==> src/rtl/aoc_types_pkg.sv <==
// Shared types and defaults for the top-K sorting stage.
package aoc_types_pkg;

  localparam logic SORT_MIN = 1'b0;
  localparam logic SORT_MAX = 1'b1;

  localparam int KEY_W_DEF = 34;
  localparam int IDX_W_DEF = 10;

  typedef enum logic {FILL, DRAIN} topk_state_e;

endpackage

==> src/rtl/topk_sorter_cell.sv <==
// One sorter slot: valid/entry registers plus the comparator that tells the
// neighbour below whether an incoming entry lands at or above this slot.
module topk_cell
  import aoc_types_pkg::*;
#(
  parameter int KEY_W        = KEY_W_DEF,
  parameter int ENT_W        = KEY_W_DEF + 2 * IDX_W_DEF,
  parameter int TIE_NEW_LAST = 1
) (
  input  logic             clk,
  input  logic             rst,
  input  logic             mode_max,
  input  logic             load_new,
  input  logic             load_above,
  input  logic             load_below,
  input  logic [ENT_W-1:0] new_ent,
  input  logic             above_vld,
  input  logic [ENT_W-1:0] above_ent,
  input  logic             below_vld,
  input  logic [ENT_W-1:0] below_ent,
  output logic             vld,
  output logic [ENT_W-1:0] ent,
  output logic             new_better
);

  logic [KEY_W-1:0] key;
  logic [KEY_W-1:0] new_key;
  logic             ahead;

  assign key     = ent[ENT_W-1 -: KEY_W];
  assign new_key = new_ent[ENT_W-1 -: KEY_W];

  // A held entry stays ahead of the newcomer when it is better, or equal with stable ties.
  always_comb begin
    ahead = 1'b0;
    if (vld) begin
      if (mode_max == SORT_MAX)
        ahead = (key > new_key) || ((TIE_NEW_LAST != 0) && (key == new_key));
      else
        ahead = (key < new_key) || ((TIE_NEW_LAST != 0) && (key == new_key));
    end
  end

  assign new_better = ~ahead;

  always_ff @(posedge clk) begin
    if (rst)             vld <= 1'b0;
    else if (load_new)   vld <= 1'b1;
    else if (load_above) vld <= above_vld;
    else if (load_below) vld <= below_vld;
  end

  always_ff @(posedge clk) begin
    if (load_new)        ent <= new_ent;
    else if (load_above) ent <= above_ent;
    else if (load_below) ent <= below_ent;
  end

endmodule

==> src/rtl/topk_sorter.sv <==
// Bounded top-K insertion sorter with ready/valid input and best-first drain.
// Optional drop counter output is enabled by defining TOPK_SORTER_DROP_CNT_EN.
module topk_sorter
  import aoc_types_pkg::*;
#(
  parameter int DEPTH        = 8,
  parameter int KEY_W        = KEY_W_DEF,
  parameter int IDX_W        = IDX_W_DEF,
  parameter int TIE_NEW_LAST = 1
) (
  input  logic                       clk,
  input  logic                       rst,
  input  logic                       mode_max,
  input  logic                       in_vld,
  output logic                       in_rdy,
  input  logic [KEY_W-1:0]           in_key,
  input  logic [IDX_W-1:0]           in_idx_a,
  input  logic [IDX_W-1:0]           in_idx_b,
  input  logic                       flush,
  output logic                       out_vld,
  input  logic                       out_rdy,
  output logic [KEY_W-1:0]           out_key,
  output logic [IDX_W-1:0]           out_idx_a,
  output logic [IDX_W-1:0]           out_idx_b,
  output logic                       out_last,
  output logic [$clog2(DEPTH+1)-1:0] count,
  output logic                       done
`ifdef TOPK_SORTER_DROP_CNT_EN
  ,
  output logic [31:0]                drop_cnt
`endif
);

  localparam int CNT_W = $clog2(DEPTH + 1);
  localparam int ENT_W = KEY_W + 2 * IDX_W;
  localparam logic [CNT_W-1:0] FULL = CNT_W'(DEPTH);
  localparam logic [CNT_W-1:0] ONE  = CNT_W'(1);

  typedef struct packed {
    logic [KEY_W-1:0] key;
    logic [IDX_W-1:0] idx_a;
    logic [IDX_W-1:0] idx_b;
  } entry_t;

  topk_state_e      state, state_nxt;
  logic [CNT_W-1:0] count_nxt;
  logic             done_nxt;
  logic             mode_q;
  logic             accept, pop, full;
  entry_t           new_ent;
  entry_t           ents [DEPTH];
  logic [DEPTH-1:0] vlds;
  logic [DEPTH-1:0] new_better;

  assign in_rdy  = (state == FILL) && !rst;
  assign accept  = in_vld && in_rdy;
  assign pop     = (state == DRAIN) && out_rdy;
  assign full    = (count == FULL);
  assign new_ent = '{key: in_key, idx_a: in_idx_a, idx_b: in_idx_b};

  always_comb begin
    state_nxt = state;
    count_nxt = count;
    done_nxt  = 1'b0;
    case (state)
      FILL: begin
        if (accept && !full) count_nxt = count + ONE;
        // A same-cycle insert counts toward the drain, so only a truly empty flush is a no-op.
        if (flush) begin
          if (accept || (count != '0)) state_nxt = DRAIN;
          else                         done_nxt  = 1'b1;
        end
      end
      DRAIN: begin
        if (pop) begin
          count_nxt = count - ONE;
          if (count == ONE) begin
            state_nxt = FILL;
            done_nxt  = 1'b1;
          end
        end
      end
      default: state_nxt = FILL;
    endcase
  end

  always_ff @(posedge clk) begin
    if (rst) begin
      state  <= FILL;
      count  <= '0;
      done   <= 1'b0;
      mode_q <= SORT_MIN;
    end else begin
      state <= state_nxt;
      count <= count_nxt;
      done  <= done_nxt;
      if ((state == FILL) && (count == '0)) mode_q <= mode_max;
    end
  end

  for (genvar i = 0; i < DEPTH; i++) begin : g_cell
    logic   above_vld, below_vld, ld_new, ld_above;
    entry_t above_ent, below_ent;

    // The insert point is the first slot where the newcomer wins; slots below it shift down.
    if (i == 0) begin : g_first
      assign above_vld = 1'b0;
      assign above_ent = '0;
      assign ld_new    = accept && new_better[0];
      assign ld_above  = 1'b0;
    end else begin : g_rest
      assign above_vld = vlds[i-1];
      assign above_ent = ents[i-1];
      assign ld_new    = accept && new_better[i] && !new_better[i-1];
      assign ld_above  = accept && new_better[i] && new_better[i-1];
    end

    if (i == DEPTH - 1) begin : g_last
      assign below_vld = 1'b0;
      assign below_ent = '0;
    end else begin : g_inner
      assign below_vld = vlds[i+1];
      assign below_ent = ents[i+1];
    end

    topk_cell #(
      .KEY_W        (KEY_W),
      .ENT_W        (ENT_W),
      .TIE_NEW_LAST (TIE_NEW_LAST)
    ) u_cell (
      .clk        (clk),
      .rst        (rst),
      .mode_max   (mode_q),
      .load_new   (ld_new),
      .load_above (ld_above),
      .load_below (pop),
      .new_ent    (new_ent),
      .above_vld  (above_vld),
      .above_ent  (above_ent),
      .below_vld  (below_vld),
      .below_ent  (below_ent),
      .vld        (vlds[i]),
      .ent        (ents[i]),
      .new_better (new_better[i])
    );
  end

  assign out_vld   = (state == DRAIN);
  assign out_last  = out_vld && (count == ONE);
  assign out_key   = out_vld ? ents[0].key   : '0;
  assign out_idx_a = out_vld ? ents[0].idx_a : '0;
  assign out_idx_b = out_vld ? ents[0].idx_b : '0;

`ifdef TOPK_SORTER_DROP_CNT_EN
  // Every accept while full either discards the input or evicts the worst slot.
  always_ff @(posedge clk) begin
    if (rst)                                     drop_cnt <= '0;
    else if (accept && full && (drop_cnt != '1)) drop_cnt <= drop_cnt + 32'd1;
  end
`endif

endmodule

==> config.mk <==
export PLATFORM = sky130hd
export DESIGN_NAME = topk_sorter
export DESIGN_NICKNAME = d
export VERILOG_FILES = /design/src/rtl/aoc_types_pkg.sv /design/src/rtl/topk_sorter_cell.sv /design/src/rtl/topk_sorter.sv
export SDC_FILE = /design/constraint.sdc
export NUM_CORES = 1
export LEC_CHECK = 0
export CELL_PAD_IN_SITES_DETAIL_PLACEMENT = 1
export CELL_PAD_IN_SITES_GLOBAL_PLACEMENT = 1
export CORE_UTILIZATION = 50
export DETAILED_ROUTE_END_ITERATION = 16
export DONT_BUFFER_PORTS = 1
export GPL_TIMING_DRIVEN = 1
export PLACE_DENSITY = 0.79
export SLEW_MARGIN = 0
export SYNTH_ARGS = -nofsm -noshare
export SYNTH_HDL_FRONTEND = slang
export SYNTH_SLANG_ARGS = --single-unit
==> constraint.sdc <==
create_clock -name clk -period 6.1 [get_ports clk]
set_input_delay 0.305 -clock clk [delete_from_list [all_inputs] [get_ports clk]]
set_output_delay 0.305 -clock clk [all_outputs]
set_load 0.01 [all_outputs]
Word level (Yosys, flattened, before mapping)
Index checks and enable logic that the tools add are counted.
W data, S select, Z words.
Word-level totals
  flip-flop bits (word level): 447
  bits in latches: 0
  memory bits (writable): 0
  bits in read-only memories: 0
  logic and storage cells: 195
  memories: 0
Operators by class
  add/subtract/negate cells: 2
  multipliers: 0
  div/mod/pow operators: 0
  $lt $le $gt $ge: 16
  equality and inequality tests: 12
  shift-type cells: 0
  multiplexer cells: 78
  bitwise gates (word level): 9
  reductions and logical operators: 58
Operators with widths (count)
  $mux W54: 23
  $eq A34 B34 Y1: 8
  $gt A34 B34 Y1: 8
  $lt A34 B34 Y1: 8
  $mux W1: 47
  $mux W34: 1
  $logic_and A1 B1 Y1: 28
  $reduce_bool A3 Y1: 7
  $mux W10: 2
  $logic_or A1 B1 Y1: 17
  $not A1 Y1: 9
  $mux W4: 2
  $pmux W4 S2: 1
  $add A4 B1 Y4 const B: 1
  $eq A4 B1 Y1 const B: 1
  $eq A4 B4 Y1 const B: 1
  $logic_not A4 Y1: 1
  $ne A2 B1 Y1 const B: 2
  $pmux W1 S2: 2
  $reduce_bool A4 Y1: 1
  $sub A4 B1 Y4 const B: 1
  $logic_not A1 Y1: 2
  $reduce_and A2 Y1: 1
  $reduce_bool A2 Y1: 1

Logic depth before layout (Yosys ltp)
Gate-level depths: netlist (run 1).
  depth after elaboration: 9
  gate-level depth with buffers: 14

Cells and area by module
A second synthesis (run 1) with hierarchy kept.
Unflattened totals
  cells, all modules: 3072
  area, all modules: 30650.6 um^2
By module, submodules not included
  topk_cell: times used 8, cells an instance 368, area an instance 3719.8 um^2, sequential area each 1641.6 um^2
  topk_sorter: times used 1, cells an instance 128, area an instance 892.1 um^2, sequential area each 140.1 um^2

Least setup slack after synthesis (run 1)
Ideal clock, no wire load.
  path kind: input to register
  start: input in_key[5]
  end: register g_cell[6].u_cell.ent[0] (enable)
  setup time: 0.415 ns
  arrival time: 4.145 ns
  slack: 1.540 ns
  stages: 13
  buffers on the path: 3
  cells stage by stage: clkbuf_1 inv_1 ha_1 and4_1 and4bb_4 a221oi_2 o221ai_1 a221oi_2 mux2_2 buf_6 a21oi_2 buf_6 or2_1
Between the ends
  longest elaborated chain between the ends: 8
Ends and longest elaborated chain
  start: declaration: RTL line topk_sorter.sv:16  | input logic [KEY_W-1:0] in_key,
  $lt A34 B34 Y1 (tied with other cells): RTL line topk_sorter_cell.sv:40  | ahead = (key < new_key) || ((TIE_NEW_LAST != 0) && (key == new_key));
  $logic_or A1 B1 Y1 (on tied branches): RTL line topk_sorter_cell.sv:40, topk_sorter_cell.sv:38
  $mux W1: RTL line topk_sorter_cell.sv:37  | if (mode_max == SORT_MAX)
  $mux W1: RTL line topk_sorter_cell.sv:36  | if (vld) begin
  $not A1 Y1: RTL line topk_sorter_cell.sv:44  | assign new_better = ~ahead;
  $logic_and A1 B1 Y1: RTL line topk_sorter.sv:114, topk_sorter.sv:115
  $logic_and A1 B1 Y1 (on tied branches): RTL line topk_sorter.sv:114, topk_sorter.sv:115
  $reduce_bool A3 Y1 (no line) (*)
  end signal: assignment: RTL line topk_sorter_cell.sv:54  | if (load_new) ent <= new_ent;
  end signal: assignment: RTL line topk_sorter_cell.sv:55  | else if (load_above) ent <= above_ent;
  end signal: assignment: RTL line topk_sorter_cell.sv:56  | else if (load_below) ent <= below_ent;
  end: declaration: RTL line topk_sorter_cell.sv:22  | output logic [ENT_W-1:0] ent,
Mark *: on every way between the ends. The rest lies on a longest branch, timed or not.
A chain may end at the register's enable or synchronous reset.

Worst setup path after layout (run 1)
  start: register g_cell[1].u_cell.ent[36]
  end: register g_cell[1].u_cell.ent[14], data pin
Between the ends
  longest elaborated chain between the ends: 9
Ends and longest elaborated chain
  start: declaration: RTL line topk_sorter_cell.sv:22
  start signal: assignment: RTL line topk_sorter_cell.sv:54
  start signal: assignment: RTL line topk_sorter_cell.sv:55
  start signal: assignment: RTL line topk_sorter_cell.sv:56
  $lt A34 B34 Y1 (tied with other cells): RTL line topk_sorter_cell.sv:40
  $logic_or A1 B1 Y1 (on tied branches): RTL line topk_sorter_cell.sv:40, topk_sorter_cell.sv:38
  $mux W1 (*): RTL line topk_sorter_cell.sv:37
  $mux W1 (*): RTL line topk_sorter_cell.sv:36
  $not A1 Y1 (*): RTL line topk_sorter_cell.sv:44
  $logic_and A1 B1 Y1 (*): RTL line topk_sorter.sv:114, topk_sorter.sv:115
  $logic_and A1 B1 Y1: RTL line topk_sorter.sv:115  | assign ld_above = accept && new_better[i] && new_better[i-1];
  $mux W54: RTL line topk_sorter_cell.sv:55
  $mux W54 (*): RTL line topk_sorter_cell.sv:54
Marks and branches as above.

==> flow_summary.ini, run 1 <==
[timing]
hold_ws_ns = 0.00933
setup_viol = 0
max_freq_ghz = 0.184
setup_tns_ns = 0
relSlewSlack_pct = 19.1
skew_ns = 0.0296
drv_slew = 0
tightestPinTransition_ns = 1.21
post-route-min-period_ns = 5.42
rsz0062_at_grt = no
post-route-period-util_pct = 88.9
hold_viol = 0

[drt]
dr.first_iter.drc_count = 1918
firstDrtPassIters = 5
wl_mm = 99.7
dr_total_vias = 23200
drc = 0
post_drt_wl_per_cell_um = 28.3
ant_nets = 0
avgViaCountPerCell = 6.59

[setup_path]
critical-path-top-delay-family = compound AO/OA/AOI/OAI gates
rr_endpoint = g_cell[1].u_cell.ent[14]
ff2ff_setup_slack_ns = 0.68
cp_data_arrival_time_ns = 5.76
crit_type = reg -> reg
critical_path_depth = 10
crit_required_ns = 6.44
worstPathMaxFanout = 68
rr_worst_depth = 10
path_cells = ha_1, nand4_1, nor4_1, o211ai_1, o211ai_1, o221ai_1, o21ai_4, buf_4, buf_4, o21ai_0
rr_startpoint = g_cell[1].u_cell.ent[36]
slowest_delay_ns = 0.88
worstSetupStartpoint = g_cell[1].u_cell.ent[36]
worst-path-buf-inv = 2
cp-start-kind = flip-flop
endpoint = g_cell[1].u_cell.ent[14]
crit_path_end_kind = flip-flop
slowest_stage = nor4_1

[global_routing]
grt_pass1_wl_mm = 152
track_usage_pct = 33.4
grt_max_degree = 87
grt_overflow_total = 0
first_global_vias = 24700
antenna_found_initial = 5

[floorplan]
fp.dieW_um = 244
die_y_um = 244
rows = 88
core_sq_um = 57700
dieArea_sq_um = 59400
ios = 122
initial_core_util_pct = 50.6

[power_and_ir_drop]
power_density_nw_per_um2 = 320
swShare_pct = 34.7
power.share.clock_pct = 29.9
net-switching-power_mw = 3.53
seq_power_share_pct = 43.1
max-vdd-ir-drop_mv = 0.238
cellLeakagePower_nw = 12.5
p_comb_share_pct = 27.0
cellInternalPower_mw = 6.64

[clock_network]
cts_resized = 0
clk_latency_ns = 0.64
path_clk_slew_ns = 0.06
clock_path_buffers = 3
numClockSinks = 447
h-tree-depth = 2
cts_buffers = 51
root_buffer = clkbuf_16
cts_tree = done

[placed_design]
gp_congestion = 0.935
post-dp-hpwl_mm = 65.9
numPortBuffers = 0

[finish]
finalNetCount = 3056
drive_above_1_share_pct = 5.47
multi_input_area_sq_um = 14800
regArea_sq_um = 13300
syn_to_final_growth_pct = 8.91
nFillCells = 6189

[synth]
synthTopCellsByArea = edfxtp_1 44%, ha_1 12%, mux2i_1 11%
syn_nets = 3119
synth_cell_type_count = 62
synth_edf_count = 432
synth_area_sq_um = 29200
ys.flop_type = edfxtp_1
synth_top_area_cell = edfxtp_1
yosysSeqAreaShare_pct = 45.4
async_flop_share_pct = 0
synth_cells = 2784
ys_ff_latch = 447
ys.warnings.count = 0
synthTopCellsByCount = 432 x edfxtp_1, 330 x mux2i_1, 305 x nand2_1
yosysTopAreaCellShare_pct = 44.4
avgSynthCellArea_sq_um = 10.5
synth_most_common_cell = edfxtp_1

[min_path]
holdPathStages = 2
min_path_type = in -> reg

[job]
drv_cap = 0

[status]
status = finished clean
-- routing by layer --
layer,track usage (%),vias up,part of all wire (%)
li1,-,10300,-
met1,43.1,11800,42
met2,55.8,898,48
met3,4.99,239,6.4
met4,13.6,2,4.0
met5,0,-,0.010
-- power by group through the flow --
stage / Clock, mW / Sequential [mW] / Combinational, mW
2_1_floorplan: 0 / 4.27 / 1.86
3_3_place_gp: 0 / 4.41 / 2.47
3_5_place_dp: 0 / 4.43 / 2.62
4_1_cts: 3.08 / 4.37 / 2.71
5_1_grt: 3.18 / 4.42 / 2.98
6_report: 3.05 / 4.38 / 2.75
-- worst min path at each step --
stage	from	to	slack [ns]
floorplan	rst	g_cell[6].u_cell.vld	0.37
global placement	rst	count[2]	0.38
detailed placement	rst	count[0]	0.38
CTS	in_key[21]	g_cell[6].u_cell.ent[41]	0.0008
global route	in_key[12]	g_cell[5].u_cell.ent[32]	0.01
finish	in_idx_a[4]	g_cell[1].u_cell.ent[14]	0.009
-- worst reg2reg max path, delay by kind of cell (launching register included) --
kind / cells / cell delay (ns)
AO/OA/AOI/OAI: 5 / 1.81
buffers and inverters: 2 / 1.28
AND/OR/NAND/NOR: 2 / 1.23
flip-flops: 1 / 0.45
adder cells (fa/ha/maj): 1 / 0.37
-- stage by stage --
step           setup slack [ns]  instance area, sq um  util [%]  instances  total power [mW]
2_1_floorplan              1.54                 29200         -       2784              6.13
3_3_place_gp               1.04                 29600      51.3       3374              6.88
3_5_place_dp              0.859                 29600      51.3       3374              7.05
4_1_cts                   0.859                 31800      55.1       3525              10.2
5_1_grt                   0.571                 31800      55.1       3526              10.6
6_report                  0.679                 31800      55.1       3527              10.2
-- flip-flops by register name, summed over array words and instances, names as in the netlist --
signal	flops
g_cell.u_cell.ent	432
g_cell.u_cell.vld	8
count	4
done	1
mode_q	1
out_vld	1
-- cell families after synthesis --
kind of cell             count (synthesis)  share of synthesized area (%)
AO/OA/AOI/OAI                          683                           12.9
XOR/XNOR                                 3                         0.0900
adder cells (fa/ha/maj)                275                           11.8
buffers and inverters                  273                           4.39
flip-flops                             447                           45.4
multiplexers                           387                           13.5
AND/OR/NAND/NOR                        716                           11.9
-- what timing repair did --
item                      CTS  global route
buffers inserted            0             0
hold buffers               59             0
hold endpoints to repair  418             0
-- cell type report --
| type | count | area share (%) |
|---|---|---|
| inverter | 56 | 0.661 |
| clock buffer | 68 | 4.21 |
| multi-input combinational | 2064 | 46.4 |
| tap | 765 | 3.01 |
| clock inverter | 24 | 0.783 |
| antenna | 2 | 0.0157 |
| timing repair buffer | 101 | 3.16 |
| sequential | 447 | 41.7 |
-- placed cells by master (no fill, tap or decap), types with 12 or more instances in the layout --
master / instances
a21oi_1: 279
nor2_1: 79
buf_4: 34
ha_1: 275
dlygate4sd3_1: 59
clkbuf_16: 51
and4_1: 14
mux2_1: 54
a21o_1: 22
nand2_1: 298
nand3_1: 127
and2_1: 57
inv_1: 55
nand4_1: 60
mux2i_1: 330
dfxtp_1: 14
a31oi_1: 55
o21ai_0: 138
o211ai_1: 12
edfxtp_1: 432
clkbuf_1: 17
o21ai_1: 122
clkinv_1: 12
Power figures use the tool's default switching activity.
==> run 2: changes to the inputs <==
- ABC_AREA: unset -> 1
- CORE_UTILIZATION: 50 -> 49
- PLACE_DENSITY: 0.79 -> 0.88
==> run 2 against run 1 <==
Setup slack improved by 0.68 ns. Die area rose by 1.7%. Non-clock buffer count fell by 6. Register-to-register slack improved by 0.68 ns. Core utilization fell by 0.68 points. Area after synthesis fell by 0.29%. Count of clock-buffer cells in the layout rose by 4. Final cell count rose by 25%. Critical path depth rose by 7. Sequential cell count did not move. Critical path type unchanged. Largest cell class unchanged.
==> flow_summary.ini, run 2 <==
[drt]
avgViaCountPerCell = 6.27
dr_total_vias = 27600
firstDrtPassIters = 6
ant_nets = 0
drc = 0
post_drt_wl_per_cell_um = 26.5
dr.first_iter.drc_count = 3010
wl_mm = 117

[timing]
drv_slew = 0
post-route-period-util_pct = 77.6
setup_tns_ns = 0
rsz0062_at_grt = no
skew_ns = 0.0416
setup_slack_ns = 1.36
setup_viol = 0
max_freq_ghz = 0.211
tightestPinTransition_ns = 1.26
relSlewSlack_pct = 16.1
hold_viol = 0
post-route-min-period_ns = 4.74

[synth]
synthTopCellsByCount = 1,593 x nand2_1, 447 x nand3_1, 432 x edfxtp_1
async_flop_share_pct = 0
ys.warnings.count = 0
synth_cell_type_count = 36
synth_top_area_cell = edfxtp_1
ys.flop_type = edfxtp_1
synth_area_sq_um = 29100
ys_ff_latch = 447
synth_most_common_cell = nand2_1
synthTopCellsByArea = edfxtp_1 45%, nand2_1 21%, ha_1 12%
avgSynthCellArea_sq_um = 7.99
syn_nets = 3982
yosysTopAreaCellShare_pct = 44.5
synth_edf_count = 432
synth_cells = 3647
yosysSeqAreaShare_pct = 45.6

[status]
status = finished clean

[finish]
reg_top3 = g_cell.u_cell.ent (432), g_cell.u_cell.vld (8), count (4)
multi_input_area_sq_um = 14000
drive_above_1_share_pct = 4.07
largest_register = g_cell.u_cell.ent
syn_to_final_growth_pct = 8.91
regArea_sq_um = 13300
finalNetCount = 3931
nFillCells = 6992
most-common-layout-cells = 1,583 x nand2_1, 446 x nand3_1, 432 x edfxtp_1
final_common_cell = nand2_1
largest_reg_flops = 432
final_area_sq_um = 31700

[floorplan]
ios = 122
die_y_um = 246
dieArea_sq_um = 60400
core_sq_um = 58200
initial_core_util_pct = 50.0
fp.dieW_um = 246
rows = 88

[setup_path]
crit_type = reg -> reg
crit_required_ns = 6.46
worstPathMaxFanout = 34
worstSetupStartpoint = g_cell[3].u_cell.ent[25]
crit_path_end_kind = flip-flop
cp-start-kind = flip-flop
rr_startpoint = g_cell[3].u_cell.ent[25]
cp_data_arrival_time_ns = 5.10

[clock_network]
clk_latency_ns = 0.64
cts_buffers = 52
numClockSinks = 447
cts_resized = 0
h-tree-depth = 2
cts_tree = done
post-cts-setup-buffer-count = 0
clock_path_buffers = 3
holdBufCountCts = 58
path_clk_slew_ns = 0.06
root_buffer = clkbuf_16

[placed_design]
dpl_cell_area_sq_um = 29500
gp_congestion = 0.984
place_ws_ns = 1.63
numPortBuffers = 0
post-dp-hpwl_mm = 75.6

[power_and_ir_drop]
max-vdd-ir-drop_mv = 0.241
cellLeakagePower_nw = 14.4
power_density_nw_per_um2 = 309

[global_routing]
first_global_vias = 28600
track_usage_pct = 38.6
grt_max_degree = 90
grt_pass1_wl_mm = 175
grt_overflow_total = 0
antenna_found_initial = 1

[job]
drv_cap = 0

[min_path]
min_from = in_key[20]
min_path_type = in -> reg
-- run 2: cell count changes after synthesis, sizes merged, moves of 56 or more --
cell and delta:
mux2 -57, inv +203, nand3 +320, mux2i -330, a21oi -159, o21ai -213, nand2 +1297, and2 -56
-- run 2: where the power goes --
group          internal (mW)  switching, mW
sequential              3.97          0.357
clock                   1.70           1.38
combinational          0.670           1.71
-- run 2: metal layers --
metal  vias to the layer above  wire (um)  track usage, %
li1                      12000          -               -
met1                     13600      45500            49.8
met3                       396      12400            7.60
met5                         -          0               0
met4                         0       6260            19.2
met2                      1667      52600            61.6
-- run 2: area by class of cell --
| cell class | instances | share of cell area, % |
|---|---|---|
| antenna | 1 | 0.00789 |
| clock buffer | 72 | 4.56 |
| clock inverter | 22 | 0.552 |
| inverter | 259 | 3.07 |
| multi-input combinational | 2741 | 44.2 |
| sequential | 447 | 41.8 |
| tap | 765 | 3.02 |
| timing repair buffer | 95 | 2.78 |
-- run 2: critical path, cell delays in order (launching register included) --
cell      delay [ns]
edfxtp_1        0.43
ha_1            0.32
nand2_1         0.11
nor2_1          0.36
nand2_1         0.12
nor2_1          0.28
nand3_1         0.13
nand2_1         0.08
nor2_1          0.05
nand2_1         0.06
nand2_1         0.05
nand2_1         0.08
nand2_1         0.09
nand2_4         0.08
buf_4           0.57
nand3_2         1.07
nand3_1         0.50
nand2_1         0.09
-- run 2: logic make-up after synthesis --
group / Yosys count / synth area share (%)
adders and majority gates: 275 / 11.8
xor gates and xnor gates: 1 / 0.0301
buffers and inverters: 459 / 6.64
DFF: 447 / 45.6
AOI/OAI and AO/OA: 203 / 3.78
and+or+nand+nor: 2262 / 32.2
-- run 2: stage by stage --
step	utilization, %	instances	total power, mW	hold WS (ns)
after global placement	50.7	4249	6.44	0.379
after CTS	54.5	4401	9.71	0.0975
after global routing	54.5	4402	10.1	0.128
after detailed placement	50.7	4249	6.58	0.383
after floorplan	-	3647	5.69	0.381
final	54.5	4402	9.80	0.118
-- run 2: worst paths after layout --
kind                                                  to  cells past startpoint  slack, ns
worst max-delay path            g_cell[3].u_cell.ent[37]                     17       1.36
worst min-delay path            g_cell[0].u_cell.ent[40]                      2       0.12
worst max register to register  g_cell[3].u_cell.ent[37]                     17       1.36
worst min register to register  g_cell[0].u_cell.ent[12]                      2       0.54
